$ cat src/rtl/branch_pkg.sv
// branch_pkg: shared definitions for the branch resolver, the direction
// predictor and the fetch logic.
//   PC_W        default program-counter width
//   br_entry_t  one in-flight prediction {take, alt_pc}
//   sat_inc16   saturating 16-bit increment used by the statistics counters
package branch_pkg;

  localparam int PC_W = 32;

  typedef struct packed {
    logic            take;
    logic [PC_W-1:0] alt_pc;
  } br_entry_t;

  // Counts stick at all-ones instead of wrapping back to zero
  function automatic logic [15:0] sat_inc16(input logic [15:0] value);
    logic [15:0] result;
    if (value == 16'hFFFF) begin
      result = value;
    end else begin
      result = value + 16'h0001;
    end
    return result;
  endfunction

endpackage

$ cat src/rtl/bp_queue.sv
// bp_queue: in-order FIFO of in-flight branch predictions.
// Ports:
//   clk, rst             clock, synchronous active-low reset
//   push, push_take,     write one entry {take, alt} at the tail
//   push_alt
//   pop                  retire the head entry
//   clear                drop every entry (wins over push/pop)
//   head_take, head_alt  oldest entry, valid while count != 0
//   count                occupancy, 0..DEPTH
// The caller guarantees push only when not full (or when popping in the
// same cycle) and pop only when not empty.
module bp_queue
  import branch_pkg::*;
#(
  parameter int DEPTH = 4,
  parameter int PC_W  = 32,
  localparam int AW   = (DEPTH > 1) ? $clog2(DEPTH) : 1,
  localparam int CW   = AW + 1
) (
  input  logic            clk,
  input  logic            rst,
  input  logic            push,
  input  logic            push_take,
  input  logic [PC_W-1:0] push_alt,
  input  logic            pop,
  input  logic            clear,
  output logic            head_take,
  output logic [PC_W-1:0] head_alt,
  output logic [CW-1:0]   count
);

  logic            take_mem_r [DEPTH];
  logic [PC_W-1:0] alt_mem_r  [DEPTH];
  logic [AW-1:0]   wptr_r;
  logic [AW-1:0]   rptr_r;
  logic [CW-1:0]   count_r;

  // Pointer and occupancy bookkeeping; pointers wrap because DEPTH is a power of two
  always_ff @(posedge clk) begin
    if (!rst) begin
      wptr_r  <= {AW{1'b0}};
      rptr_r  <= {AW{1'b0}};
      count_r <= {CW{1'b0}};
    end else if (clear) begin
      wptr_r  <= {AW{1'b0}};
      rptr_r  <= {AW{1'b0}};
      count_r <= {CW{1'b0}};
    end else begin
      if (push) begin
        wptr_r <= wptr_r + AW'(1);
      end else begin
        wptr_r <= wptr_r;
      end
      if (pop) begin
        rptr_r <= rptr_r + AW'(1);
      end else begin
        rptr_r <= rptr_r;
      end
      count_r <= count_r + CW'(push) - CW'(pop);
    end
  end

  // Entry storage; contents are only meaningful between the pointers
  always_ff @(posedge clk) begin
    if (rst && push && !clear) begin
      take_mem_r[wptr_r] <= push_take;
      alt_mem_r[wptr_r]  <= push_alt;
    end
  end

  assign head_take = take_mem_r[rptr_r];
  assign head_alt  = alt_mem_r[rptr_r];
  assign count     = count_r;

endmodule

$ cat src/rtl/branch_resolver.sv
// branch_resolver: tracks in-flight branch predictions and resolves them in
// order against the execute-stage outcome.
// Ports:
//   clk, rst                     clock, synchronous active-low reset
//   pred_valid/take/alt_pc       new prediction from fetch
//   stall                        freezes push, pop and output pulses
//   res_valid, res_taken         resolution of the oldest branch
//   upd_branch, upd_taken        one-cycle predictor update strobe
//   flush, redirect_pc           one-cycle squash and fetch redirect
//   full                         queue holds DEPTH entries
//   res_err                      sticky: resolution seen with empty queue
//   br_count, mis_count          statistics (only with BRANCH_STATS_EN)
// Optional feature macro: BRANCH_STATS_EN enables the saturating counters.
module branch_resolver
  import branch_pkg::*;
#(
  parameter int DEPTH = 4,
  parameter int PC_W  = branch_pkg::PC_W
) (
  input  logic            clk,
  input  logic            rst,
  input  logic            pred_valid,
  input  logic            pred_take,
  input  logic [PC_W-1:0] pred_alt_pc,
  input  logic            stall,
  input  logic            res_valid,
  input  logic            res_taken,
  output logic            upd_branch,
  output logic            upd_taken,
  output logic            flush,
  output logic [PC_W-1:0] redirect_pc,
  output logic            full,
  output logic            res_err,
  output logic [15:0]     br_count,
  output logic [15:0]     mis_count
);

  localparam int AW = (DEPTH > 1) ? $clog2(DEPTH) : 1;
  localparam int CW = AW + 1;

  logic [CW-1:0]   count_s;
  logic            head_take_s;
  logic [PC_W-1:0] head_alt_s;
  logic            full_s;
  logic            empty_s;
  logic            flush_vis_s;
  logic            pop_s;
  logic            mis_s;
  logic            push_s;

  // Pending pulses are captured at pop time and shown on the first unstalled
  // cycle afterwards, so a stall delays an event instead of losing it.
  logic            pend_upd_r;
  logic            pend_taken_r;
  logic            pend_flush_r;
  logic [PC_W-1:0] redirect_r;
  logic            res_err_r;

  bp_queue #(.DEPTH(DEPTH), .PC_W(PC_W)) u_queue (
    .clk       (clk),
    .rst       (rst),
    .push      (push_s),
    .push_take (pred_take),
    .push_alt  (pred_alt_pc),
    .pop       (pop_s),
    .clear     (mis_s),
    .head_take (head_take_s),
    .head_alt  (head_alt_s),
    .count     (count_s)
  );

  // Push/pop qualification; a mispredict pop discards any same-cycle push
  always_comb begin
    full_s      = (count_s == CW'(DEPTH));
    empty_s     = (count_s == {CW{1'b0}});
    flush_vis_s = pend_flush_r & ~stall;
    pop_s       = res_valid & ~stall & ~empty_s;
    mis_s       = pop_s & (res_taken != head_take_s);
    push_s      = pred_valid & ~stall & ~flush_vis_s & (~full_s | pop_s) & ~mis_s;
  end

  // Event capture at pop; pending events retire on the first unstalled cycle
  always_ff @(posedge clk) begin
    if (!rst) begin
      pend_upd_r   <= 1'b0;
      pend_taken_r <= 1'b0;
      pend_flush_r <= 1'b0;
    end else if (pop_s) begin
      pend_upd_r   <= 1'b1;
      pend_taken_r <= res_taken;
      pend_flush_r <= mis_s;
    end else if (!stall) begin
      pend_upd_r   <= 1'b0;
      pend_taken_r <= 1'b0;
      pend_flush_r <= 1'b0;
    end else begin
      pend_upd_r   <= pend_upd_r;
      pend_taken_r <= pend_taken_r;
      pend_flush_r <= pend_flush_r;
    end
  end

  // Redirect target latched from the mispredicted head entry
  always_ff @(posedge clk) begin
    if (!rst) begin
      redirect_r <= {PC_W{1'b0}};
    end else if (mis_s) begin
      redirect_r <= head_alt_s;
    end else begin
      redirect_r <= redirect_r;
    end
  end

  // Sticky underflow flag, cleared only by reset
  always_ff @(posedge clk) begin
    if (!rst) begin
      res_err_r <= 1'b0;
    end else if (res_valid && !stall && empty_s) begin
      res_err_r <= 1'b1;
    end else begin
      res_err_r <= res_err_r;
    end
  end

  assign upd_branch  = pend_upd_r & ~stall;
  assign upd_taken   = pend_taken_r & pend_upd_r & ~stall;
  assign flush       = flush_vis_s;
  assign redirect_pc = redirect_r;
  assign full        = full_s;
  assign res_err     = res_err_r;

`ifdef BRANCH_STATS_EN
  logic [15:0] br_cnt_r;
  logic [15:0] mis_cnt_r;

  // Saturating resolved-branch and misprediction counters
  always_ff @(posedge clk) begin
    if (!rst) begin
      br_cnt_r  <= 16'h0000;
      mis_cnt_r <= 16'h0000;
    end else begin
      if (pop_s) begin
        br_cnt_r <= sat_inc16(br_cnt_r);
      end else begin
        br_cnt_r <= br_cnt_r;
      end
      if (mis_s) begin
        mis_cnt_r <= sat_inc16(mis_cnt_r);
      end else begin
        mis_cnt_r <= mis_cnt_r;
      end
    end
  end

  assign br_count  = br_cnt_r;
  assign mis_count = mis_cnt_r;
`else
  assign br_count  = 16'h0000;
  assign mis_count = 16'h0000;
`endif

endmodule

$ cat config.mk
export PLATFORM = sky130hd
export DESIGN_NAME = branch_resolver
export DESIGN_NICKNAME = d
export VERILOG_FILES = /design/src/rtl/branch_pkg.sv /design/src/rtl/bp_queue.sv /design/src/rtl/branch_resolver.sv
export SDC_FILE = /design/constraint.sdc
export NUM_CORES = 1
export LEC_CHECK = 0
export CAP_MARGIN = 10
export CORE_MARGIN = 3
export CORE_UTILIZATION = 55
export DETAILED_ROUTE_END_ITERATION = 6
export PLACE_DENSITY = 0.89
export SYNTH_ARGS = -nofsm -noshare
export SYNTH_HDL_FRONTEND = slang
export SYNTH_SLANG_ARGS = --single-unit
$ cat constraint.sdc
create_clock -name clk -period 5 [get_ports clk]
set_input_delay 0.75 -clock clk [delete_from_list [all_inputs] [get_ports clk]]
set_output_delay 0.75 -clock clk [all_outputs]
set_load 0.05 [all_outputs]
* Yosys cells after proc, flatten, opt, wreduce, memory -nomap -nowiden
Memory sizes are Yosys's and may differ from the RTL's. A register that Yosys moved wholly into a read port is not among the register bits.
Cells that the tools add are included.
W data, S select, Z words.
** Operators by class
- Add/sub/neg operators :: 4
- Eq/ne operators :: 3
- Multiplexer cells :: 8
- Bitwise logic cells :: 18
- Reductions and logical operators :: 9
** Operators with widths (count)
- $and A1 B1 Y1 :: 11
- $mux W1 :: 6
- $not A1 Y1 :: 6
- $add A2 B1 Y2 const B :: 2
- $logic_and A1 B1 Y1 :: 4
- $mux W2 :: 2
- $add A3 B1 Y3 :: 1
- $eq A3 B3 Y1 const B :: 1
- $logic_not A1 Y1 :: 3
- $logic_not A3 Y1 :: 1
- $sub A3 B1 Y3 :: 1
- $ne A2 B1 Y1 const B :: 1
- $reduce_or A2 Y1 :: 1
- $ne A1 B1 Y1 :: 1
- $or A1 B1 Y1 :: 1
** Word-level totals
- Bits in registers :: 11
- Bits in writable memories :: 132
- Input port bits :: 39
- Output and inout port bits :: 69
- Logic and storage cells :: 51
- Memories kept :: 2
** Memory list
- u_queue.alt_mem_r :: depth 4, bits a word 32, rd ports 1, clocked after memory_dff 1, wr ports 1, RTL line bp_queue.sv:33 : logic [PC_W-1:0] alt_mem_r [DEPTH];
- u_queue.take_mem_r :: depth 4, bits a word 1, rd ports 1, clocked after memory_dff 1, wr ports 1, RTL line bp_queue.sv:32 : logic take_mem_r [DEPTH];

* Longest topological paths before layout
- Word-level depth :: 10
- Depth in mapped cells :: 12
- Mapped depth without buffers :: 10

* Hierarchy
From an unflattened synthesis, not the netlist that was laid out.
** Second synthesis, totals
- Cell total of the unflattened synthesis :: 415
- Area total of the unflattened synthesis :: 7044.3 sq um
** Modules (own cells, without submodules)
- bp_queue :: instances 1, cells an instance 215, area an instance 5248.8 sq um, seq. area each 4144.0 sq um
- branch_resolver :: instances 1, cells an instance 200, area an instance 1795.5 sq um, seq. area each 720.7 sq um

* Least setup slack after synthesis
OpenSTA, ideal clock, no wires.
- Path type :: flip-flop to flip-flop
- From :: register u_queue.count_r[1] (netlist: u_queue.count[1])
- To :: register u_queue.count_r[2] (netlist: u_queue.count[2])
- Setup time :: 0.132 ns
- Arrival time :: 2.933 ns
- Data required time :: 4.868 ns
- Setup slack :: 1.935 ns
- Cell stages (with the launch flop) :: 10
- Path buffers :: 0
- Period minus slack after synthesis :: 3.065 ns
- Path through :: dfxtp_1 -> nor3b_1 -> a2111oi_2 -> and2_1 -> ha_1 -> inv_1 -> fa_1 -> xor2_1 -> xnor2_1 -> nor3_1
** On the way
- Elaborated cells on any way between the ends :: 13
- Classes of those cells :: add/sub (2); eq/ne (1); bitwise (8); reduce/logical (2)
** RTL lines
- from (decl) :: RTL line bp_queue.sv:36 : logic [CW-1:0] count_r;
- from (signal assigned) :: RTL line bp_queue.sv:43 : count_r <= {CW{1'b0}};
- from (signal assigned) :: RTL line bp_queue.sv:47 : count_r <= {CW{1'b0}};
- from (signal assigned) :: RTL line bp_queue.sv:59 : count_r <= count_r + CW'(push) - CW'(pop);
- $eq A3 B3 Y1 :: RTL line branch_resolver.sv:74 : full_s = (count_s == CW'(DEPTH));
- via full :: RTL line branch_resolver.sv:32 : output logic full,
- $not A1 Y1 :: RTL line branch_resolver.sv:79 : push_s = pred_valid & ~stall & ~flush_vis_s & (~full_s | pop_s) & ~mis_s;
- $or A1 B1 Y1 :: RTL line branch_resolver.sv:79
- $and A1 B1 Y1 (2 in series) :: RTL line branch_resolver.sv:79
- $add A3 B1 Y3 :: RTL line bp_queue.sv:59
- $sub A3 B1 Y3 :: RTL line bp_queue.sv:59
The timed path passes the listed nets, and every way through them passes these cells.
A chain may end at the register's enable or synchronous reset.

* Final worst setup path
- From :: input stall
- To :: output upd_taken
** On the way
- Cells in the longest elaborated chain, start to end :: 2
** RTL lines
- from (decl) :: RTL line branch_resolver.sv:25 : input logic stall,
- $not A1 Y1 :: RTL line branch_resolver.sv:126 : assign upd_taken = pend_taken_r & pend_upd_r & ~stall;
- $and A1 B1 Y1 :: RTL line branch_resolver.sv:126
- to (decl) :: RTL line branch_resolver.sv:29 : output logic upd_taken,
Every way passes these cells.

==> impl_metrics.yaml <==
final_layout:
  fin_util_pct: 67.8
  layout-drive-gt1-share_pct: 15.1
  num_antenna_cells: 0
  final_nets: 537
  syn2layout_area_growth_pct: 19.5
synthesis:
  ys_ff_latch: 177
  synth_edf_count: 132
  synth.distinct_cells: 29
  async_flop_share_pct: 0
  syn_area_um2: 6840
  synth_cells: 421
  ys_seq_area_share_pct: 71.1
  ys.warnings.count: 0
  ys.flop_type: "edfxtp_1"
  avgSynthCellArea_um2: 16.3
drt:
  antenna_left: 0
  wl_per_cell_um: 20.2
  first_pass_iters: 5
  drtIter0Drc: 342
  routed-via-count: 3788
  vias_per_cell: 5.65
  wirelength_um: 13500
  drc: 0
global_routing:
  grtUsageMet3_pct: 4.71
  busiest_layer: "met2"
  grt_max_degree: 65
  grtUsageMet2_pct: 34.8
  grtUsageTotal_pct: 20.4
  grt_pass1_wl_um: 21400
  grt.overflow.total: 0
  grt_pass1_vias: 3838
  grt_util_met1_pct: 24.6
  antenna_found_initial: 0
timing:
  fin_worst_skew_ns: 0.00855
  fmax_mhz: 311
  tightest_slew_ns: 0.897
  rsz0062_at_grt: "no"
  setup_viol: 0
  max_slew_margin_pct: 40.2
  fin_crit_sh_pct: 64.4
  period_minus_slack_ns: 3.22
  finalSetupTns_ns: 0
  drv_slew: 0
  hold_viol_final: 0
pwr:
  share_comb_of_total_power_pct: 14.9
  pwr-share-clk_pct: 36.7
  p_total_mw: 3.46
  p_sw_share_pct: 25.1
  p_int_mw: 2.59
  p_sw_mw: 0.869
  p_seq_share_pct: 48.4
  vdd_drop_max_v: 0.000270
  powerDensity_nw_per_um2: 423
  total_leakage_power_nw: 2.67
clocking:
  clkLatencyLatePin_ns: 0.42
  cts_htree_levels: 4
  post_cts_buffers: 0
  cts_tree: "done"
  numClockSinks: 177
  path_clk_slew_ns: 0.06
  cts_buffers: 17
  clockBufferDepth: 2
  holdBufCountCts: 0
  cts-root-buf: "clkbuf_16"
  ctsResizeCount: 0
die:
  ios: 108
  die_h_um: 118
  coreArea_um2: 12100
  start_util_pct: 56.7
  row_count: 40
  die_area_um2: 13800
  die_w_um: 118
critical_path:
  critical_path_arrival_ns: 2.47
  critPathMaxFanout: 8
  required_ns: 4.25
  crit_type: "primary input to primary output"
  startpoint_type: "primary input"
  critPathCaptureType: "primary output"
worst_hold_path:
  hold_class: "register to register"
outcome:
  status: "finished, final reports clean"
placed_design:
  gp_congestion: 0.762
  dp_hpwl_um: 8090
  io_buffers: 75
run:
  drv_cap: 0
-- Yosys cell counts (all sizes together) (3+ instances only) --
library cell	count	area share, %
buf	38	4.1
xor2	3	0.49
nor3	9	0.66
ha	6	1.1
edfxtp	132	58
and3	4	0.37
dfxtp	45	13
clkbuf	21	1.2
nand2	34	1.9
nand4	32	2.9
nor2	3	0.16
and2	4	0.40
xnor2	3	0.38
o21ai	32	2.3
nor2b	3	0.27
a21oi	4	0.29
mux4	33	11
inv	8	0.44
-- kinds of logic after synthesis --
group                    Yosys count  synth area share (%)
AO/OA/AOI/OAI                     38                  2.96
flip-flops                       177                  71.1
adder cells (fa/ha/maj)            7                  1.39
other                              1                0.0548
multiplexers                      34                  11.0
buffers and inverters             67                  5.72
XOR/XNOR                           6                 0.878
AND/OR/NAND/NOR                   91                  6.88
-- cell type report --
type / count / area, um2
Fill cell: 754 / 3880
Multi-Input combinational cell: 208 / 1720
Sequential cell: 177 / 4870
Tap cell: 168 / 210
Inverter: 8 / 30.0
Clock buffer: 26 / 519
Timing Repair Buffer: 79 / 776
Clock inverter: 5 / 52.6
-- registers in the layout (all words and copies together) (netlist names), named ones only --
signal and cells:
pend_flush_r 1, pend_taken_r 1, pend_upd_r 1, redirect_pc 32
res_err 1, u_queue.alt_mem_r 128, u_queue.count 3, u_queue.rptr_r 2
u_queue.take_mem_r 4, u_queue.wptr_r 2
-- power groups by stage --
| stage | sequential, mW | combinational (mW) | clock (mW) |
|---|---|---|---|
| after floorplan | 1.76 | 0.331 | 0 |
| after global placement | 1.70 | 0.504 | 0 |
| after detailed placement | 1.70 | 0.517 | 0 |
| after CTS | 1.67 | 0.520 | 1.28 |
| after global routing | 1.68 | 0.553 | 1.34 |
| final | 1.67 | 0.516 | 1.27 |
-- layout by cell type, fill, tap and decap left out, types with 6 or more instances in the layout --
cell             synthesis  layout
clkbuf_8                 0       6
inv_1                    8       8
edfxtp_1               132     132
dfxtp_1                 45      43
clkdlybuf4s50_1          0      74
o21ai_0                 32      32
conb_1                   1      32
clkbuf_16                0      17
nor3_1                   9       8
nand4_1                 32      32
mux4_2                  33      33
ha_1                     6       6
nand2_1                 34      34
-- metal layers --
layer | part of all wire (%) | vias up | wire length [um]
li1 | - | 1684 | -
met1 | 38 | 1876 | 5170
met2 | 52 | 189 | 7090
met3 | 5.8 | 39 | 784
met4 | 3.6 | 0 | 480
met5 | 0 | - | 0
-- worst max-delay path, cell delays in order --
cell	delay [ns]
clkdlybuf4s50_1	0.57
nor2b_1	0.22
and2_1	0.14
clkdlybuf4s50_1	0.79
-- path summary, 6_finish.rpt --
kind | depth (start not counted) | slack (ns) | startpoint | end
min reg2reg | 2 | 0.46 | redirect_pc[31] | redirect_pc[31]
max reg2reg | 4 | 2.21 | u_queue.take_mem_r[1] | u_queue.alt_mem_r[2][16]
min | 2 | 0.46 | redirect_pc[31] | redirect_pc[31]
max | 4 | 1.78 | stall | upd_taken
-- through the flow --
stage | hold slack (ns) | setup WS [ns] | instance area, um2 | cells
after floorplan | 0.449 | 1.94 | 6960 | 452
after global placement | 0.449 | 1.71 | 7610 | 640
after detailed placement | 0.454 | 1.59 | 7610 | 640
after CTS | 0.462 | 1.76 | 8180 | 671
after global routing | 0.475 | 1.67 | 8180 | 671
final | 0.457 | 1.78 | 8180 | 671
Note: power is estimated with default switching activity, not from simulation.
==> edit (config.mk and constraints unchanged) <==
`PC_W` is set to 32 in 2 places; all go to 48.
--- a/src/rtl/branch_pkg.sv
+++ b/src/rtl/branch_pkg.sv
@@ -6,5 +6,5 @@
 package branch_pkg;
 
-  localparam int PC_W = 32;
+  localparam int PC_W = 48;
 
   typedef struct packed {
--- a/src/rtl/bp_queue.sv
+++ b/src/rtl/bp_queue.sv
@@ -14,5 +14,5 @@
 #(
   parameter int DEPTH = 4,
-  parameter int PC_W  = 32,
+  parameter int PC_W  = 48,
   localparam int AW   = (DEPTH > 1) ? $clog2(DEPTH) : 1,
   localparam int CW   = AW + 1
Interface: changed (resized pred_alt_pc and redirect_pc); port bits go from 108 to 140. The function was not compared with the original's and may differ.
==> edit against the original RTL <==
Routed wire length is 56% higher; synthesized area is 42% higher; total power is 48% higher; fmax is 2.0% higher; critical path type is now primary input to register; design area is 44% higher; sequential cell count is 80 higher; worst hold slack worse by 0.00062 ns; worst setup slack better by 0.064 ns; final cell count is 38% higher.
==> edit: results <==
group,metric,value,unit
outcome,outcome,"finished clean",
place,gp_congestion,0.7893,
die,num_rows,48,
detailed_routing,dr.first_iter.drc_count,627,
pwr,pg_seq,2.47,mW
critical_path,crit_path_max_fanout,52,
synthesis,synth_cells,577,
detailed_routing,drt-total-wl,21100,um
place,post_dp_cell_area,10890,um^2
synthesis,synth_common_cells,"196 x edfxtp_1, 61 x dfxtp_1, 52 x a21oi_1",
layout,n_clock_buffer,27,
clocking,h-tree-depth,1,
layout,n_fill_cell,1094,
layout,fin_nets,744,
hold_path,min_from,"pend_upd_r",
place,hpwlAfterDp,11880,um
detailed_routing,num_vias,5495,
layout,final_cells,925,
grt,grt_pass1_vias,5795,
critical_path,r2r_setup_slack,1.98,ns
synthesis,netlist_top_cells_area,"edfxtp_1 60%, dfxtp_1 13%, mux4_2 11%, a21oi_1 2.7%, buf_4 2.6%",
place,dp.cells,879,
hold_path,hp-class,"register to register",
place,post-place-ws,1.345,ns
pwr,powerComb,0.708,mW
sta,fmax,0.3169,GHz
layout,inverters,9,
layout,bufAreaShareNonClock,9.877,%
layout,sh_seq_area,60.37,%
grt,grt_pass1_wl,33040,um
synthesis,synth_edf_count,196,
layout,drive_above_1_share,15.29,%
pwr,intPower,3.835,mW
clocking,cts.path.max_buffers,3,
sta,whs,0.4566,ns
grt,grt_max_degree,54,
layout,multi_input_area,2338,um^2
clocking,clock_latency,0.52,ns
layout,largest_reg_flops,192,
pwr,power_clock,1.93,mW
layout,multi_input_area_share,19.85,%
pwr,ir_worst_vdd,0.3433,mV
place,io_buffers,107,
sta,finalClockSkew,0.01573,ns
sta,relSlewSlack,30.39,%
clocking,numCtsBuffers,24,
critical_path,r2r_start,"u_queue.take_mem_r[0]",
synthesis,yosysSeqAreaShare,73.00,%
layout,buffers,116,
layout,multi_input_gates,274,
==> edit: cell types whose count changed in the layout (fill, tap and decap cells not counted), sizes merged, moves of 17 or more <==
| cell | unedited run | this run |
|---|---|---|
| edfxtp | 132 | 196 |
| clkdlybuf4s50 | 74 | 107 |
| a21oi | 4 | 52 |
| nand4 | 32 | 0 |
| nand2 | 34 | 4 |
| nand3 | 0 | 49 |
| o21ai | 32 | 49 |
==> edit: cells by family (layout without fill, tap and decap cells) <==
family	Yosys count	after routing	synth area share, %
other	1	32	0.03852
and+or+nand+nor	75	75	3.856
DFF	257	257	73.00
muxes	50	50	11.44
xor gates and xnor gates	7	7	0.7841
AOI/OAI and AO/OA	103	103	5.423
buffers and inverters	77	169	4.485
adders and majority gates	7	7	0.9767
==> edit: final timing paths <==
| kind | end | depth (start not counted) |
|---|---|---|
| worst max register to register | u_queue.alt_mem_r[1][17] | 5 |
| worst min register to register | pend_upd_r | 2 |
| worst max-delay path | u_queue.count[2] | 13 |
| worst min-delay path | pend_upd_r | 2 |
==> edit: worst max-delay path, cell delays in order <==
cell             delay [ns]
clkdlybuf4s50_1        0.53
nor2b_1                0.28
nand2_2                0.10
inv_2                  0.06
buf_4                  0.46
ha_1                   0.34
inv_1                  0.07
ha_1                   0.15
inv_1                  0.05
fa_1                   0.37
xor2_1                 0.17
xnor2_1                0.13
nor2_1                 0.06
==> edit: per-layer routing <==
| metal | up-vias | track usage [%] | share of wire [%] |
|---|---|---|---|
| met5 | - | 0 | 0 |
| met4 | 0 | 7.518 | 2.6 |
| met3 | 41 | 4.897 | 8.0 |
| met2 | 319 | 37.92 | 52 |
| met1 | 2766 | 27.70 | 37 |
| li1 | 2369 | - | - |
